$ cat src/rtl/cdc_stim_gen_if.sv
// Word announcement bundle between the stimulus source and the synchronizer paths it drives.
interface cdc_stim_gen_if #(parameter int N = 8);
  logic [N-1:0] data_out;
  logic         stb;
  logic         tog;
  logic         req;
  logic         busy;
  logic [7:0]   word_cnt;
  logic         ack_async;

  modport master (output data_out, stb, tog, req, busy, word_cnt, input ack_async);
  modport slave  (input data_out, stb, tog, req, busy, word_cnt, output ack_async);
endinterface

$ cat src/rtl/cdc_stim_gen.sv
// Source-domain stimulus generator: emits pattern words as strobe, toggle and 4-phase req,
// paced by the synchronized acknowledge from the destination domain.
module cdc_stim_gen #(
  parameter int N     = 8,
  parameter int GAP_W = 4
) (
  input  logic             clk,
  input  logic             rst_n,
  input  logic             ena,
  input  logic             start,
  input  logic [1:0]       mode,
  input  logic [GAP_W-1:0] gap,
  cdc_stim_gen_if.master   bus
);
  typedef enum logic [1:0] {IDLE, REQ, ACKLO, GAP} state_e;

  state_e           state_q, state_d;
  logic [1:0]       mode_q, mode_d;
  logic [N-1:0]     pat_q, pat_d;
  logic [N-1:0]     data_q, data_d;
  logic [GAP_W-1:0] gcnt_q, gcnt_d;
  logic [7:0]       cnt_q, cnt_d;
  logic [1:0]       sync_q, sync_d;
  logic             stb_q, stb_d;
  logic             tog_q, tog_d;
  logic             req_q, req_d;
  logic             ack_s, emit;
  logic [1:0]       pmode;
  logic [N-1:0]     src;

  function automatic logic [N-1:0] seed_of(input logic [1:0] m);
    logic [N-1:0] s;
    s = '0;
    if (m == 2'b11) begin
      for (int i = 0; i < N; i++) s[i] = ~i[0];
    end else begin
      s[0] = 1'b1;
    end
    return s;
  endfunction

  function automatic logic [N-1:0] step(input logic [1:0] m, input logic [N-1:0] p);
    case (m)
      2'b00:   return p + N'(1);
      2'b01:   return {p[N-2:0], p[N-1] ^ p[N-3] ^ p[N-4] ^ p[N-5]};
      2'b10:   return {p[N-2:0], p[N-1]};
      default: return ~p;
    endcase
  endfunction

  assign ack_s = sync_q[1];

  always_comb begin
    state_d = state_q;
    mode_d  = mode_q;
    pat_d   = pat_q;
    data_d  = data_q;
    gcnt_d  = gcnt_q;
    cnt_d   = cnt_q;
    sync_d  = sync_q;
    tog_d   = tog_q;
    req_d   = req_q;
    stb_d   = 1'b0;
    emit    = 1'b0;
    pmode   = mode_q;
    src     = pat_q;
    if (ena) begin
      sync_d = {sync_q[0], bus.ack_async};
      case (state_q)
        IDLE: if (start) begin
          // A start from IDLE re-seeds and emits in the same edge.
          emit   = 1'b1;
          pmode  = mode;
          src    = seed_of(mode);
          mode_d = mode;
          cnt_d  = '0;
        end
        REQ: if (ack_s) begin
          req_d   = 1'b0;
          state_d = ACKLO;
        end
        ACKLO: if (!ack_s) begin
          gcnt_d  = gap;
          state_d = GAP;
        end
        GAP: begin
          if (gcnt_q != '0)  gcnt_d  = gcnt_q - GAP_W'(1);
          else if (start)    emit    = 1'b1;
          else               state_d = IDLE;
        end
        default: state_d = IDLE;
      endcase
      if (emit) begin
        data_d  = src;
        pat_d   = step(pmode, src);
        stb_d   = 1'b1;
        tog_d   = ~tog_q;
        req_d   = 1'b1;
        cnt_d   = cnt_d + 8'd1;
        state_d = REQ;
      end
    end
  end

  // stb_q clears even when ena=0 so a stalled strobe never re-appears as a second pulse.
  always_ff @(posedge clk or negedge rst_n) begin
    if (!rst_n) begin
      state_q <= IDLE;
      mode_q  <= 2'b00;
      pat_q   <= N'(1);
      data_q  <= '0;
      gcnt_q  <= '0;
      cnt_q   <= '0;
      sync_q  <= '0;
      stb_q   <= 1'b0;
      tog_q   <= 1'b0;
      req_q   <= 1'b0;
    end else begin
      state_q <= state_d;
      mode_q  <= mode_d;
      pat_q   <= pat_d;
      data_q  <= data_d;
      gcnt_q  <= gcnt_d;
      cnt_q   <= cnt_d;
      sync_q  <= sync_d;
      stb_q   <= stb_d;
      tog_q   <= tog_d;
      req_q   <= req_d;
    end
  end

  assign bus.data_out = data_q;
  assign bus.stb      = stb_q & ena;
  assign bus.tog      = tog_q;
  assign bus.req      = req_q;
  assign bus.busy     = (state_q != IDLE);
  assign bus.word_cnt = cnt_q;
endmodule
$ cat src/flat_wrapper.sv
// flat-port wrapper written by rule: the top's interface ports become plain ports
module cdc_stim_gen_flat 
#(
  parameter int N     = 8,
  parameter int GAP_W = 4
)
  (clk, rst_n, ena, start, mode, gap, bus_data_out, bus_stb, bus_tog, bus_req, bus_busy, bus_word_cnt, bus_ack_async);
  cdc_stim_gen_if #(.N(N)) bus_i ();
  input  logic clk;
  input  logic rst_n;
  input  logic ena;
  input  logic start;
  input  logic [1:0] mode;
  input  logic [GAP_W-1:0] gap;
  output wire logic [$bits(bus_i.data_out)-1:0] bus_data_out;
  output wire logic [$bits(bus_i.stb)-1:0] bus_stb;
  output wire logic [$bits(bus_i.tog)-1:0] bus_tog;
  output wire logic [$bits(bus_i.req)-1:0] bus_req;
  output wire logic [$bits(bus_i.busy)-1:0] bus_busy;
  output wire logic [$bits(bus_i.word_cnt)-1:0] bus_word_cnt;
  input wire logic [$bits(bus_i.ack_async)-1:0] bus_ack_async;
  assign bus_data_out = bus_i.data_out;
  assign bus_stb = bus_i.stb;
  assign bus_tog = bus_i.tog;
  assign bus_req = bus_i.req;
  assign bus_busy = bus_i.busy;
  assign bus_word_cnt = bus_i.word_cnt;
  assign bus_i.ack_async = bus_ack_async;
  cdc_stim_gen #(.N(N), .GAP_W(GAP_W)) u_core (.clk(clk), .rst_n(rst_n), .ena(ena), .start(start), .mode(mode), .gap(gap), .bus(bus_i));
endmodule
$ cat config.mk
export PLATFORM = sky130hd
export DESIGN_NAME = cdc_stim_gen_flat
export DESIGN_NICKNAME = d
export VERILOG_FILES = /design/src/rtl/cdc_stim_gen_if.sv /design/src/rtl/cdc_stim_gen.sv /design/src/flat_wrapper.sv
export SDC_FILE = /design/constraint.sdc
export NUM_CORES = 1
export LEC_CHECK = 0
export BUFFER_PORTS_ARGS = -buffer_cell sky130_fd_sc_hd__buf_2
export CAP_MARGIN = 40
export CORE_MARGIN = 1
export CORE_UTILIZATION = 50
export DETAILED_ROUTE_END_ITERATION = 10
export PLACE_DENSITY = 0.71
export SYNTH_ARGS = -nofsm -noshare
export SYNTH_HDL_FRONTEND = slang
export SYNTH_SLANG_ARGS = --single-unit
$ cat constraint.sdc
create_clock -name clk -period 2.7 [get_ports clk]
set_input_delay 0.675 -clock clk [delete_from_list [all_inputs] [get_ports clk]]
set_output_delay 0.675 -clock clk [all_outputs]
set_load 0.05 [all_outputs]
After elaboration in Yosys (flattened, before gate mapping)
Cells that the tools add are included.
{"block": "totals", "ff_bits": 37, "latch_bits": 0, "out_inout_bits": 20, "word_cells": 73, "memories": 0, "romBits": 0, "ramBits": 0, "in_bits": 11}
{"block": "op_classes", "muxes": 30, "add_sub_neg": 3, "n_mul": 0, "bitwise": 6, "div_mod_pow": 0, "magnitude_cmp": 0, "shifts": 0, "n_eq_ne": 12, "n_reduce_logical": 12}
{"op": "8-bit two-way mux", "count": 7}
{"op": "8-bit case mux with 3 select lines", "count": 1}
{"op": "8-bit by 1-bit adder with 8-bit output (second input constant)", "count": 2}
{"op": "2-bit two-way mux", "count": 8}
{"op": "2-bit == test (second input constant)", "count": 4}
{"op": "1-bit two-way mux", "count": 8}
{"op": "4-bit two-way mux", "count": 2}
{"op": "8-bit inverter", "count": 1}
{"op": "4-bit case mux with 2 select lines", "count": 1}
{"op": "2-bit nonzero test", "count": 4}
{"op": "4-bit nonzero test", "count": 2}
{"op": "6-bit two-way mux", "count": 1}
{"op": "3-bit != test (second input constant)", "count": 2}
{"op": "2-bit case mux with 3 select lines", "count": 1}
{"op": "6-bit AND reduction", "count": 1}
{"op": "2-bit by 1-bit == test with 1-bit output (second input constant)", "count": 2}
{"op": "2-bit logical NOT", "count": 2}
{"op": "4-bit AND reduction", "count": 1}
{"op": "4-bit by 1-bit subtractor with 4-bit output (second input constant)", "count": 1}
{"op": "3-bit by 1-bit != test with 1-bit output (second input constant)", "count": 1}
{"op": "3-bit by 2-bit != test with 1-bit output (second input constant)", "count": 1}
{"op": "3-bit AND reduction", "count": 1}
{"op": "1-bit XOR", "count": 3}
{"op": "2-bit by 1-bit != test with 1-bit output (second input constant)", "count": 1}
{"op": "5 further kinds", "count": 5}

Longest topological paths before layout
{"block": "logic_depth", "word_depth": 9, "mapped_depth": 10, "mapped_depth_nobuf": 9}

Worst setup path before layout
OpenSTA, ideal clock, no wires.
{"block": "synth_path", "path_type": "register to register", "from": "reg u_core.state_q[0]", "to": "reg u_core.pat_q[2]", "path_stages_with_launch": 11, "period_less_slack_ns": 2.300, "n_path_buf": 1, "setup_ns": 0.094, "t_required_ns": 2.606, "arrival_ns": 2.206, "slack_ns": 0.400, "cell_sequence": "dfrtp_1 > inv_1 > ha_1 > buf_6 > nand2_1 > and2_1 > ha_1 > or3b_1 > a221oi_2 > a2111oi_0 > a211oi_1"}
{"block": "synth_between", "elab_chain_len": 5, "word_cells_on_any_way": 15, "cone_classes": "add/sub: 1; eq/ne: 3; mux: 7; bitwise: 1; reduce/logical: 3"}
{"item": "from (decl)", "line": "cdc_stim_gen.sv:17", "rtl": "state_e state_q, state_d;"}
{"item": "from (signal assigned)", "line": "cdc_stim_gen.sv:119", "rtl": "state_q <= state_d;"}
{"item": "2-bit logical NOT", "line": "cdc_stim_gen.sv:69", "rtl": "case (state_q)"}
{"item": "8-bit two-way mux or 2-bit two-way mux (tied branches)", "line": "cdc_stim_gen.sv:69"}
{"item": "8-bit two-way mux or 2-bit two-way mux (tied branches)", "line": "cdc_stim_gen.sv:67", "rtl": "if (ena) begin"}
{"item": "8-bit by 1-bit adder with 8-bit output (tied with other cells)", "line": "cdc_stim_gen.sv:44", "rtl": "2'b00: return p + N'(1);"}
{"item": "8-bit case mux with 3 select lines", "line": "cdc_stim_gen.sv:43", "rtl": "case (m)"}
{"item": "to (signal assigned)", "line": "cdc_stim_gen.sv:121", "rtl": "pat_q <= pat_d;"}
{"item": "to (decl)", "line": "cdc_stim_gen.sv:19", "rtl": "logic [N-1:0] pat_q, pat_d;"}
Parallel ways exist; a longest one is shown, timed or not. The select of a mux whose other input is x is not followed.
A chain may end at the register's enable or synchronous reset.

Worst setup path in the final report
Ends and elaborated chain as after synthesis.

==> impl_metrics.toml <==
[outcome]
status = "completed"

[setup_path]
rr_worst_depth = 9
crit_required_ps = 2900
endpoint_kind = "flop"
cp_max_fo = 6
critPathArrivalTime_ps = 2600
worstSetupStartpointType = "flop"
worstSetupPathType = "reg2reg"

[floorplanning]
die_y_um = 69.8
die-area_mm2 = 0.00487
rows = 24
core_mm2 = 0.00438
initial_core_util = 0.524
fp.dieW_um = 69.8
io_pins = 31

[yosys]
syn_avg_cell_area_um2 = 9.46
syn_nets = 264
syn_inst = 243
synth_area_leaders = "dfrtp_1 (39%), ha_1 (5.4%), nand2_1 (4.9%)"
synthArstFlopShare = 1.00
synthFlopType = "dfrtp_1"
synth_edf_count = 0
synth.yosys.warnings = 0
synth_top_cell_area_share = 0.392
mappedNetlistArea_mm2 = 0.00230
seq_area_frac_synth = 0.403
synth-seq-cells = 37
ys_types = 64
yosysTopAreaCell = "dfrtp_1"

[power]
ir_worst_vdd_v = 0.000583
leakage_nw = 1.18
power_density_mw_per_mm2 = 1130

[timing]
max_freq_mhz = 417
drv_slew = 0
finalSetupViolCount = 0
worstMarginPinSlew_ps = 800
setup_tns_ps = 0
post-route-period-util = 0.889
grt_setup_unrepaired = "no"
slew_headroom = 0.467
finClkSkew_ps = 6.37
whs_ps = 467
hold_viol_final = 0
fin_crit_ps = 2400

[clock_network]
clock-root-buffer = "clkbuf_8"
clock-sinks = 37
clk_pin_slew_ps = 70
cts_tree = "done"
clk_latency_ps = 290
postCtsSetupBuffers = 0
cts_buffers = 5
ctsHoldBuffers = 0
post_cts_resized = 0
clock_path_buffers = 2
cts.htree.levels = 2

[grt]
grt_max_degree = 38
grt_util_met3 = 0.0523
grt_pass1_vias = 1773
top_usage_layer = "met2"
antenna_found_initial = 0
grtUsageTotal = 0.210
use_met2 = 0.321
grt.overflow.total = 0
gr-usage-met1 = 0.288
grt_pass1_wl_um = 8140

[placement]
io_buffers = 30
hpwl_um = 3390
place_congestion = 0.856
postPlaceCellArea_mm2 = 0.00247

[route]
wl_per_cell_um = 14.9
wl_um = 4810
dr.pass1.iters = 4
detail-route-antenna-nets = 0
drcViolationCount = 0
vias = 1874
via_per_inst = 5.80
drt_iter0_markers = 112

[layout]
antenna_cells = 0
nets = 292
final_cell_area_mm2 = 0.00256
area_growth_syn_to_layout_pct = 11.3
fillers = 386
drive_above_1_share = 0.210

[flow_run]
cap_viol_max_count = 0

[hold_path]
min_path_type = "in2async"
[report_power, final]
part           internal (mW)  leakage (nW)  switching [mW]
logic                  0.575         0.660           0.928
clock network          0.203        0.0443           0.191
registers              0.749         0.475           0.251
total                   1.53          1.18            1.37
[cell families after synthesis]
group / count (synthesis) / synth area share
AOI/OAI and AO/OA: 67 / 0.201
xor gates and xnor gates: 9 / 0.0403
adders and majority gates: 10 / 0.0544
buffers and inverters: 29 / 0.0588
DFF: 37 / 0.403
muxes: 9 / 0.0430
and+or+nand+nor: 82 / 0.199
[registers in the layout, summed over array words and instances, names as in the netlist]
name / flops
u_core.state_q: 2
u_core.bus.word_cnt: 8
u_core.bus.data_out: 8
u_core.mode_q: 2
u_core.bus.tog: 1
u_core.gcnt_q: 4
u_core.pat_q: 8
u_core.sync_q: 2
u_core.bus.req: 1
u_core.stb_q: 1
[worst max-delay path, cell delays in order, from the launching register on]
cell	delay [ps]
dfrtp_1	420
inv_1	140
ha_1	270
nand2_1	110
and2_1	180
ha_1	230
or3b_1	400
a221oi_2	240
a2111oi_0	100
a211oi_1	210
[through the flow]
stage,utilization,total power [mW],setup slack [ps],instances
floorplan,-,2.18,400,243
global placement,0.564,2.48,392,316
detailed placement,0.564,2.51,311,316
CTS,0.584,2.91,302,323
global route,0.584,3.11,83.8,323
finish,0.584,2.90,299,323
[cell usage in the layout, fill, tap and decap left out, types with 3 or more instances in the layout]
cell | Yosys | routed
buf_4 | 1 | 5
o31ai_1 | 5 | 5
o21ai_0 | 10 | 10
nand3_1 | 7 | 7
ha_1 | 10 | 10
clkbuf_8 | 0 | 6
o21ai_1 | 10 | 10
and2_1 | 4 | 4
a21oi_1 | 12 | 12
nand2_1 | 30 | 30
nor2b_1 | 4 | 4
inv_1 | 14 | 14
nor2_1 | 9 | 9
nand2b_1 | 5 | 5
dfrtp_1 | 36 | 36
xnor2_1 | 5 | 5
buf_2 | 4 | 30
xor2_1 | 3 | 3
a31oi_1 | 4 | 4
mux2_2 | 6 | 6
[synth_stat cells (all sizes together), types with 3 or more instances]
cell type / n
a21oi: 12
a31oi: 4
and2: 4
buf: 7
clkbuf: 7
dfrtp: 36
ha: 10
inv: 15
mux2: 7
nand2: 30
nand2b: 5
nand3: 8
nor2: 9
nor2b: 4
o211ai: 3
o21ai: 20
o31ai: 5
xnor2: 5
xor2: 3
[worst paths after layout]
check | from | endpoint | slack, ps
max in group asynchronous | rst_n | u_core.pat_q[6]$_DFFE_PN0P_ | 1730
max reg2reg | u_core.state_q[0]$_DFFE_PN0P_ | u_core.pat_q[2]$_DFFE_PN0P_ | 300
min reg2reg | u_core.bus.tog$_DFFE_PN0P_ | u_core.bus.tog$_DFFE_PN0P_ | 470
min | rst_n | u_core.state_q[0]$_DFFE_PN0P_ | 470
min in group clk | u_core.bus.tog$_DFFE_PN0P_ | u_core.bus.tog$_DFFE_PN0P_ | 470
max | u_core.state_q[0]$_DFFE_PN0P_ | u_core.pat_q[2]$_DFFE_PN0P_ | 300
[area by class of cell]
cell class / instances / area (um^2) / area share
clock buffers: 7 / 86.3 / 0.0337
multi-input cells: 177 / 1240 / 0.483
repair buffers: 35 / 188 / 0.0733
flip-flops and latches: 37 / 927 / 0.362
well taps: 52 / 65.1 / 0.0254
inverters: 15 / 56.3 / 0.0220
[routing by layer]
metal  vias up  wire length [um]
li1        931                 -
met1       875              2330
met2        62              2110
met3         6               302
met4         0                62
met5         -                 0
Power figures use the tool's default switching activity.
